==> src/rtl/system_ecc_pkg.sv <==
// Shared constants and helpers for the Hamming(12,8) + system parity decoder.
package system_ecc_pkg;

  localparam int unsigned N           = 13;
  localparam int unsigned K           = 8;
  localparam int unsigned HAMMING_N   = 12;
  localparam int unsigned SYS_PAR_IDX = 12;

  localparam logic [3:0] ERR_POS_NONE = 4'hF;

  // Hamming check bits sit at the power-of-two positions (1-based 1,2,4,8).
  localparam logic [3:0] PARITY_IDX [4] = '{4'd0, 4'd1, 4'd3, 4'd7};
  // Data bit d[i] lives at codeword index DATA_IDX[i].
  localparam logic [3:0] DATA_IDX   [8] = '{4'd2, 4'd4, 4'd5, 4'd6, 4'd8, 4'd9, 4'd10, 4'd11};

  typedef enum logic [1:0] {
    ECC_CLEAN     = 2'd0,
    ECC_CORRECTED = 2'd1,
    ECC_UNCORR    = 2'd2
  } ecc_class_e;

  function automatic logic [K-1:0] extract_data(input logic [N-1:0] cw);
    logic [K-1:0] d;
    d = '0;
    for (int unsigned i = 0; i < K; i++) begin
      d[i] = cw[DATA_IDX[i]];
    end
    return d;
  endfunction

endpackage

==> src/rtl/system_ecc_syndrome.sv <==
// Combinational SEC-DED logic: syndrome/overall parity of the incoming
// codeword, and classification/correction of the codeword held in stage 1.
module system_ecc_syndrome
  import system_ecc_pkg::*;
(
  input  logic [N-1:0] codeword_i,
  output logic [3:0]   syndrome_o,
  output logic         parity_o,
  input  logic [N-1:0] s1_codeword_i,
  input  logic [3:0]   s1_syndrome_i,
  input  logic         s1_parity_i,
  output logic [K-1:0] data_o,
  output logic         err_corrected_o,
  output logic         err_uncorrectable_o,
  output logic [3:0]   err_pos_o
);

  ecc_class_e   cls;
  logic [N-1:0] fixed_cw;

  // Syndrome bit i collects every Hamming bit whose 1-based position has bit i set.
  always_comb begin
    syndrome_o = '0;
    for (int unsigned j = 0; j < HAMMING_N; j++) begin
      syndrome_o = syndrome_o ^ ({4{codeword_i[j]}} & 4'(j + 1));
    end
    parity_o = ^codeword_i;
  end

  // Classify the stage-1 word and flip the located bit when correctable.
  always_comb begin
    cls       = ECC_CLEAN;
    fixed_cw  = s1_codeword_i;
    err_pos_o = ERR_POS_NONE;
    if (s1_syndrome_i == 4'd0) begin
      if (s1_parity_i) begin
        // Only the system parity bit is wrong; data is unaffected.
        cls       = ECC_CORRECTED;
        err_pos_o = 4'(SYS_PAR_IDX);
      end
    end else if (s1_parity_i && (s1_syndrome_i <= 4'(HAMMING_N))) begin
      cls = ECC_CORRECTED;
      for (int unsigned j = 0; j < HAMMING_N; j++) begin
        if (s1_syndrome_i == 4'(j + 1)) begin
          fixed_cw[j] = ~s1_codeword_i[j];
          err_pos_o   = 4'(j);
        end
      end
    end else begin
      cls = ECC_UNCORR;
    end
    data_o              = extract_data(fixed_cw);
    err_corrected_o     = (cls == ECC_CORRECTED);
    err_uncorrectable_o = (cls == ECC_UNCORR);
  end

endmodule

==> src/rtl/system_ecc_stream_decoder.sv <==
// Two-stage streaming SEC-DED decoder with valid/ready handshake.
// Optional error counters are built only when SYSTEM_ECC_STATS_EN is defined.
module system_ecc_stream_decoder
  import system_ecc_pkg::*;
#(
  parameter int DATA_WIDTH = 8,
  parameter int CNT_WIDTH  = 16
) (
  input  logic                  clk,
  input  logic                  rst_n,
  input  logic                  in_valid,
  output logic                  in_ready,
  input  logic [12:0]           codeword_in,
  output logic                  out_valid,
  input  logic                  out_ready,
  output logic [DATA_WIDTH-1:0] data_out,
  output logic                  err_corrected,
  output logic                  err_uncorrectable,
  output logic [3:0]            err_pos,
  input  logic                  cnt_clr,
  output logic [CNT_WIDTH-1:0]  corr_count,
  output logic [CNT_WIDTH-1:0]  uncorr_count
);

  logic                  advance;

  logic                  s1_valid_q, s1_valid_d;
  logic [N-1:0]          s1_cw_q, s1_cw_d;
  logic [3:0]            s1_syn_q, s1_syn_d;
  logic                  s1_par_q, s1_par_d;

  logic                  out_valid_q, out_valid_d;
  logic [DATA_WIDTH-1:0] data_q, data_d;
  logic                  corr_q, corr_d;
  logic                  uncorr_q, uncorr_d;
  logic [3:0]            pos_q, pos_d;

  logic [3:0]            syn_w;
  logic                  par_w;
  logic [K-1:0]          cls_data;
  logic                  cls_corr;
  logic                  cls_uncorr;
  logic [3:0]            cls_pos;

  system_ecc_syndrome u_syndrome (
    .codeword_i          (codeword_in),
    .syndrome_o          (syn_w),
    .parity_o            (par_w),
    .s1_codeword_i       (s1_cw_q),
    .s1_syndrome_i       (s1_syn_q),
    .s1_parity_i         (s1_par_q),
    .data_o              (cls_data),
    .err_corrected_o     (cls_corr),
    .err_uncorrectable_o (cls_uncorr),
    .err_pos_o           (cls_pos)
  );

  assign advance  = !out_valid_q || out_ready;
  assign in_ready = advance;

  // Pipeline next-state: both stages move together only on advance; bubbles clear valid.
  always_comb begin
    s1_valid_d  = s1_valid_q;
    s1_cw_d     = s1_cw_q;
    s1_syn_d    = s1_syn_q;
    s1_par_d    = s1_par_q;
    out_valid_d = out_valid_q;
    data_d      = data_q;
    corr_d      = corr_q;
    uncorr_d    = uncorr_q;
    pos_d       = pos_q;
    if (advance) begin
      s1_valid_d = in_valid;
      if (in_valid) begin
        s1_cw_d  = codeword_in;
        s1_syn_d = syn_w;
        s1_par_d = par_w;
      end
      out_valid_d = s1_valid_q;
      if (s1_valid_q) begin
        data_d   = DATA_WIDTH'(cls_data);
        corr_d   = cls_corr;
        uncorr_d = cls_uncorr;
        pos_d    = cls_pos;
      end
    end
  end

  // Pipeline registers.
  always_ff @(posedge clk or negedge rst_n) begin
    if (!rst_n) begin
      s1_valid_q  <= 1'b0;
      s1_cw_q     <= '0;
      s1_syn_q    <= '0;
      s1_par_q    <= 1'b0;
      out_valid_q <= 1'b0;
      data_q      <= '0;
      corr_q      <= 1'b0;
      uncorr_q    <= 1'b0;
      pos_q       <= ERR_POS_NONE;
    end else begin
      s1_valid_q  <= s1_valid_d;
      s1_cw_q     <= s1_cw_d;
      s1_syn_q    <= s1_syn_d;
      s1_par_q    <= s1_par_d;
      out_valid_q <= out_valid_d;
      data_q      <= data_d;
      corr_q      <= corr_d;
      uncorr_q    <= uncorr_d;
      pos_q       <= pos_d;
    end
  end

  assign out_valid         = out_valid_q;
  assign data_out          = data_q;
  assign err_corrected     = corr_q;
  assign err_uncorrectable = uncorr_q;
  assign err_pos           = pos_q;

`ifdef SYSTEM_ECC_STATS_EN
  logic                 fire;
  logic [CNT_WIDTH-1:0] corr_cnt_q, corr_cnt_d;
  logic [CNT_WIDTH-1:0] uncorr_cnt_q, uncorr_cnt_d;

  assign fire = out_valid_q && out_ready;

  // Saturating counters; clear wins over a same-cycle increment.
  always_comb begin
    corr_cnt_d   = corr_cnt_q;
    uncorr_cnt_d = uncorr_cnt_q;
    if (cnt_clr) begin
      corr_cnt_d   = '0;
      uncorr_cnt_d = '0;
    end else if (fire) begin
      if (corr_q && (corr_cnt_q != '1)) begin
        corr_cnt_d = corr_cnt_q + CNT_WIDTH'(1);
      end
      if (uncorr_q && (uncorr_cnt_q != '1)) begin
        uncorr_cnt_d = uncorr_cnt_q + CNT_WIDTH'(1);
      end
    end
  end

  // Counter registers.
  always_ff @(posedge clk or negedge rst_n) begin
    if (!rst_n) begin
      corr_cnt_q   <= '0;
      uncorr_cnt_q <= '0;
    end else begin
      corr_cnt_q   <= corr_cnt_d;
      uncorr_cnt_q <= uncorr_cnt_d;
    end
  end

  assign corr_count   = corr_cnt_q;
  assign uncorr_count = uncorr_cnt_q;
`else
  logic unused_cnt_clr;
  assign unused_cnt_clr = cnt_clr;
  assign corr_count     = '0;
  assign uncorr_count   = '0;
`endif

endmodule
==> config.mk <==
export PLATFORM = sky130hd
export DESIGN_NAME = system_ecc_stream_decoder
export DESIGN_NICKNAME = d
export VERILOG_FILES = /design/src/rtl/system_ecc_pkg.sv /design/src/rtl/system_ecc_syndrome.sv /design/src/rtl/system_ecc_stream_decoder.sv
export SDC_FILE = /design/constraint.sdc
export NUM_CORES = 1
export LEC_CHECK = 0
export ABC_AREA = 0
export CORE_MARGIN = 5
export CORE_UTILIZATION = 35
export DETAILED_ROUTE_END_ITERATION = 10
export PLACE_DENSITY_LB_ADDON = 0.15
export SYNTH_ARGS = -nofsm -noshare
export SYNTH_HDL_FRONTEND = slang
export SYNTH_SLANG_ARGS = --single-unit
==> constraint.sdc <==
create_clock -name clk -period 1.6 [get_ports clk]
set_input_delay 0.16 -clock clk [delete_from_list [all_inputs] [get_ports clk]]
set_output_delay 0.16 -clock clk [all_outputs]
set_load 0.01 [all_outputs]
# After elaboration in Yosys (flattened, before gate mapping)
# Cells that the tools add are included.
[word_totals]
reg_bits = 33
inputBits = 18
output_inout_bits = 48
word_cells = 86
[op_classes]
order_cmp = 1
n_eq_ne = 14
mux = 32
bitwise = 23
reduce_logical = 7
[op_table]
columns = ["op", "n"]
rows = [
  ["4-bit two-way mux", 14],
  ["12-bit two-way mux", 2],
  ["4-bit == test, second input constant", 5],
  ["4-bit bitwise XOR", 5],
  ["4-bit by 3-bit == test with 1-bit output, second input constant", 4],
  ["4-bit by 3-bit bitwise XOR with 4-bit output", 4],
  ["1-bit two-way mux", 13],
  ["13-bit parity", 1],
  ["1-bit inverter", 12],
  ["4-bit by 2-bit == test with 1-bit output, second input constant", 2],
  ["2-bit two-way mux", 3],
  ["4-bit by 1-bit == test with 1-bit output, second input constant", 1],
  ["4-bit less-or-equal comparator, second input constant", 1],
  ["4-bit zero test", 1],
  ["2-bit AND reduction", 2],
  ["2-bit by 1-bit == test with 1-bit output, second input constant", 1],
  ["2-bit == test, second input constant", 1],
  ["1-bit by 2-bit bitwise XOR with 2-bit output", 1],
  ["2-bit bitwise XOR", 1],
  ["1-bit logical AND", 1],
  ["1-bit zero test", 1],
  ["1-bit logical OR", 1],
]

# Logic depth before layout (Yosys ltp)
[depth]
depth_word = 15
mapped_depth = 6
mapped_depth_nobuf = 4

# Modules after synthesis
# A second synthesis with hierarchy kept.
[hier_totals]
hier_cells = 164
area_unflattened_um2 = 2062.0
[modules_own_cells]
columns = ["module", "n_inst", "cells_each", "area_per_inst_um2", "seq_area_each_um2"]
rows = [
  ["system_ecc_stream_decoder", 1, 107, 1620.3, 855.8],
  ["system_ecc_syndrome", 1, 57, 441.7, 0.0],
]

# Worst setup path after synthesis
# OpenSTA, ideal clock, no wires.
[synth_timing]
path_kind = "reg-to-reg"
startpoint = "register out_valid_q (netlist: out_valid)"
endpoint = "register s1_syn_q[0]"
setup_ns = 0.137
arrival_time_ns = 1.305
t_required_ns = 1.463
setup_slack_ns = 0.158
stages_incl_launch_ff = 7
n_path_buf = 2
period_less_slack_ns = 1.442
cell_sequence = "dfrtp_1 > nand2b_1 > clkbuf_1 > nand2_1 > clkbuf_1 > nand2_1 > o21ai_0"
[synth_via]
elab_chain_len = 3
[synth_lines]
columns = ["item", "line_no", "text"]
rows = [
  ["from (decl)", "system_ecc_stream_decoder.sv:32", "logic out_valid_q, out_valid_d;"],
  ["from (signal assigned)", "system_ecc_stream_decoder.sv:106", "out_valid_q <= out_valid_d;"],
  ["1-bit zero test", "system_ecc_stream_decoder.sv:58", "assign advance = !out_valid_q || out_ready;"],
  ["1-bit logical OR", "system_ecc_stream_decoder.sv:58", ""],
  ["named net in_ready", "system_ecc_stream_decoder.sv:12", "output logic in_ready,"],
  ["2-bit AND reduction (no source line)", "--", ""],
  ["to (signal assigned)", "system_ecc_stream_decoder.sv:104", "s1_syn_q <= s1_syn_d;"],
  ["to (decl)", "system_ecc_stream_decoder.sv:29", "logic [3:0] s1_syn_q, s1_syn_d;"],
]
# The timed path passes the listed nets, and every way through them passes these cells.
# A chain may end at the register's enable or synchronous reset.

# Worst setup path in the final report
[layout_timing]
startpoint = "input codeword_in[8]"
endpoint = "register s1_par_q"
[layout_via]
elab_chain_len = 1
[layout_lines]
columns = ["item", "line_no", "text"]
rows = [
  ["from (decl)", "system_ecc_stream_decoder.sv:13", "input logic [12:0] codeword_in,"],
  ["13-bit parity", "system_ecc_syndrome.sv:27", "parity_o = ^codeword_i;"],
  ["to (signal assigned)", "system_ecc_stream_decoder.sv:105", "s1_par_q <= s1_par_d;"],
  ["to (decl)", "system_ecc_stream_decoder.sv:30", "logic s1_par_q, s1_par_d;"],
]
# No other way between the ends.

==> results.json <==
{
  "outcome": "completed",
  "clock_latency_ns": 0.28,
  "nets": 243,
  "fin_crit_ns": 1.535,
  "dpl_cell_area_um2": 2108,
  "synth_top_area_share_pct": 35.89,
  "post-route-drc-count": 0,
  "finalHoldViolations": 0,
  "initial_utilization_pct": 36.42,
  "stdcell_count": 293,
  "dpl.cell_count": 285,
  "place_congestion": 0.6863,
  "cp-start-kind": "primary input",
  "rr_worst_depth": 3,
  "seq_power_share_pct": 40.5,
  "critical_path_peak_fanout": 2,
  "yosys.cell_types.count": 25,
  "grt_pass1_wl_um": 5043,
  "firstDrtPassIters": 4,
  "r2r_slack_ns": 0.31,
  "vias_per_cell": 4.000,
  "power_leakage_nw": 0.9680,
  "synth_area_leaders": "dfrtp_1 36%, buf_4 14%, xnor2_1 10%",
  "synth_edf_count": 0,
  "end_kind": "flip-flop",
  "clockRootBuffer": "clkbuf_8",
  "clk_path_buf_depth": 2,
  "die_height_um": 80.57,
  "cts_setup_buffers": 0,
  "preCtsSetupSlack_ns": -0.3063,
  "drtIter0Drc": 47,
  "fmax_ghz": 0.6514,
  "most-common-layout-cells": "32 x conb_1, 32 x clkdlybuf4s50_1, 25 x dfrtp_1",
  "synthToLayoutAreaGrowth_pct": 26.56,
  "routed-via-count": 1172,
  "antenna_found_initial": 0,
  "rr_endpoint": "data_out[0]$_DFFE_PN0P_",
  "coreArea_um2": 4786,
  "ys.flop_type": "dfrtp_1",
  "synth_top_area_cell": "dfrtp_1",
  "switching_share_pct": 32.43,
  "peakVddDrop_uv": 431.3,
  "rsz0062_at_grt": "no",
  "clock_skew_ns": 0.007107,
  "htreeDepth": 2,
  "final_area_um2": 2206,
  "die_w_um": 80.57,
  "setup_viol": 0,
  "totalWireLength_um": 3172,
  "pin_count": 66,
  "tritoncts": "yes",
  "filler_cell_count": 476,
  "ys_async_sr_fraction_pct": 100.0,
  "dieArea_um2": 6491,
  "cts_hold_buf": 0,
  "syn-cell-area_um2": 1743,
  "worstPathRequired_ns": 1.82,
  "min_path_type": "primary input to asynchronous set/reset pin",
  "worstSetupPathType": "primary input to flip-flop",
  "numPortBuffers": 32,
  "clkSinkCount": 29,
  "synth-seq-cells": 29,
  "combPwrFrac_pct": 38.6,
  "first_global_vias": 1100,
  "wl_per_cell_um": 10.83,
  "globalRouteOverflowTotal": 0,
  "period_share_pct": 95.95,
  "final.setup.tns_ns": 0,
  "grt.total_usage_pct": 10.45,
  "synth-seq-area-share_pct": 41.92,
  "synth_warnings": 0,
  "regToRegStartpoint": "s1_par_q$_DFFE_PN0P_",
  "synth_cells": 182,
  "maxCapViolCount": 0,
  "fin_ws_ns": 0.06477,
  "grt_max_degree": 30,
  "critPathArrivalTime_ns": 1.75,
  "slew_viol_final": 0,
  "clkSlewWorstSetupHoldPaths_ns": 0.06,
  "cts_buffers": 5,
  "drt.antenna.violating_nets": 0,
  "p_switching_mw": 0.9611,
  "p_clk_share_pct": 20.9,
  "powerDensity_nw_per_um2": 1343,
  "drive_gt1_share_pct": 15.49,
  "synth.avg_cell_area_um2": 9.576,
  "holdWs_ns": 0.2513,
  "dp_hpwl_um": 2475,
  "p_int_mw": 2.002,
  "antenna_cells": 0,
  "num_rows": 25
}
==> timing repair <==
| item | in CTS | in global routing |
|---|---|---|
| pin swaps | 1 | 0 |
| setup endpoints to repair | 1 | 1 |
| resized for setup | 0 | 1 |
==> through the flow <==
step                      utilization [%]  power (mW)
after floorplan                         -       1.887
after global placement              44.05       2.363
after detailed placement            44.05       2.380
after CTS                           45.93       3.000
after global routing                46.09       3.188
final                               46.09       2.963
==> worst max path at each step <==
stage / from / to / slack (ns) / cells after the start
finish: codeword_in[8] / s1_par_q$_DFFE_PN0P_ / 0.06 / 5
global route: codeword_in[8] / s1_par_q$_DFFE_PN0P_ / 0.0006 / 5
CTS: out_valid$_DFFE_PN0N_ / in_ready / 0.01 / 2
detailed placement: codeword_in[10] / s1_par_q$_DFFE_PN0P_ / -0.31 / 5
global placement: codeword_in[10] / s1_par_q$_DFFE_PN0P_ / -0.26 / 5
floorplan: out_valid$_DFFE_PN0N_ / s1_syn_q[0]$_DFFE_PN0P_ / 0.16 / 6
==> sequential cells by signal, indices dropped and copies added (netlist names) <==
| register | cells |
|---|---|
| err_uncorrectable | 1 |
| s1_syn_q | 4 |
| err_pos | 4 |
| out_valid | 1 |
| err_corrected | 1 |
| data_out | 8 |
| s1_par_q | 1 |
| s1_valid_q | 1 |
| s1_cw_q | 8 |
==> final cells by class <==
cell class                      count  area, um2  area share (%)
Clock buffer                        8      90.09           4.084
Inverter                            2      7.507          0.3403
Timing Repair Buffer               47      445.4           20.19
Multi-Input combinational cell    140      848.3           38.46
Tap cell                           67      83.83           3.800
Sequential cell                    29      730.7           33.13
==> worst max-delay path, stage by stage <==
cell	delay [ns]
clkdlybuf4s50_1	0.48
xnor3_1	0.43
xnor2_2	0.16
xnor3_1	0.41
o21ai_1	0.11
==> cells in the mapped netlist (3+ instances only) <==
cell type and count:
nand2b_1 3, dfrtp_1 25, o21ai_0 19, a31oi_1 4, xnor3_1 3, nand2_1 22, clkbuf_1 8, nor2_1 14
xnor2_1 20, dfstp_2 4, xor2_1 4, buf_4 32, mux2_2 8
==> power groups by stage <==
stage | clock network (mW) | registers, mW | logic [mW]
after floorplan | 0 | 1.20 | 0.691
after global placement | 0 | 1.21 | 1.15
after detailed placement | 0 | 1.22 | 1.16
after CTS | 0.634 | 1.20 | 1.16
after global routing | 0.669 | 1.24 | 1.28
final | 0.619 | 1.20 | 1.15
==> routing by layer <==
metal  vias up  share of wire, %  wire length [um]  global-route usage (%)
met5         -                 0                 0                       0
met4         0               1.7                53                   4.561
met3         6               8.3               262                   4.036
met2        44                42              1337                   15.89
met1       512                48              1518                   13.07
li1        610                 -                 -                       -
==> logic make-up (layout without fill, tap and decap cells) <==
logic type / Yosys count / after routing / share of synthesized area [%]
AND/OR/NAND/NOR: 46 / 46 / 11.49
buffers and inverters: 44 / 57 / 16.51
flip-flops: 29 / 29 / 41.92
XOR/XNOR: 28 / 28 / 16.87
AO/OA/AOI/OAI: 26 / 26 / 7.824
multiplexers: 8 / 8 / 5.169
other: 1 / 32 / 0.2152
(Power assumes the default switching activity.)
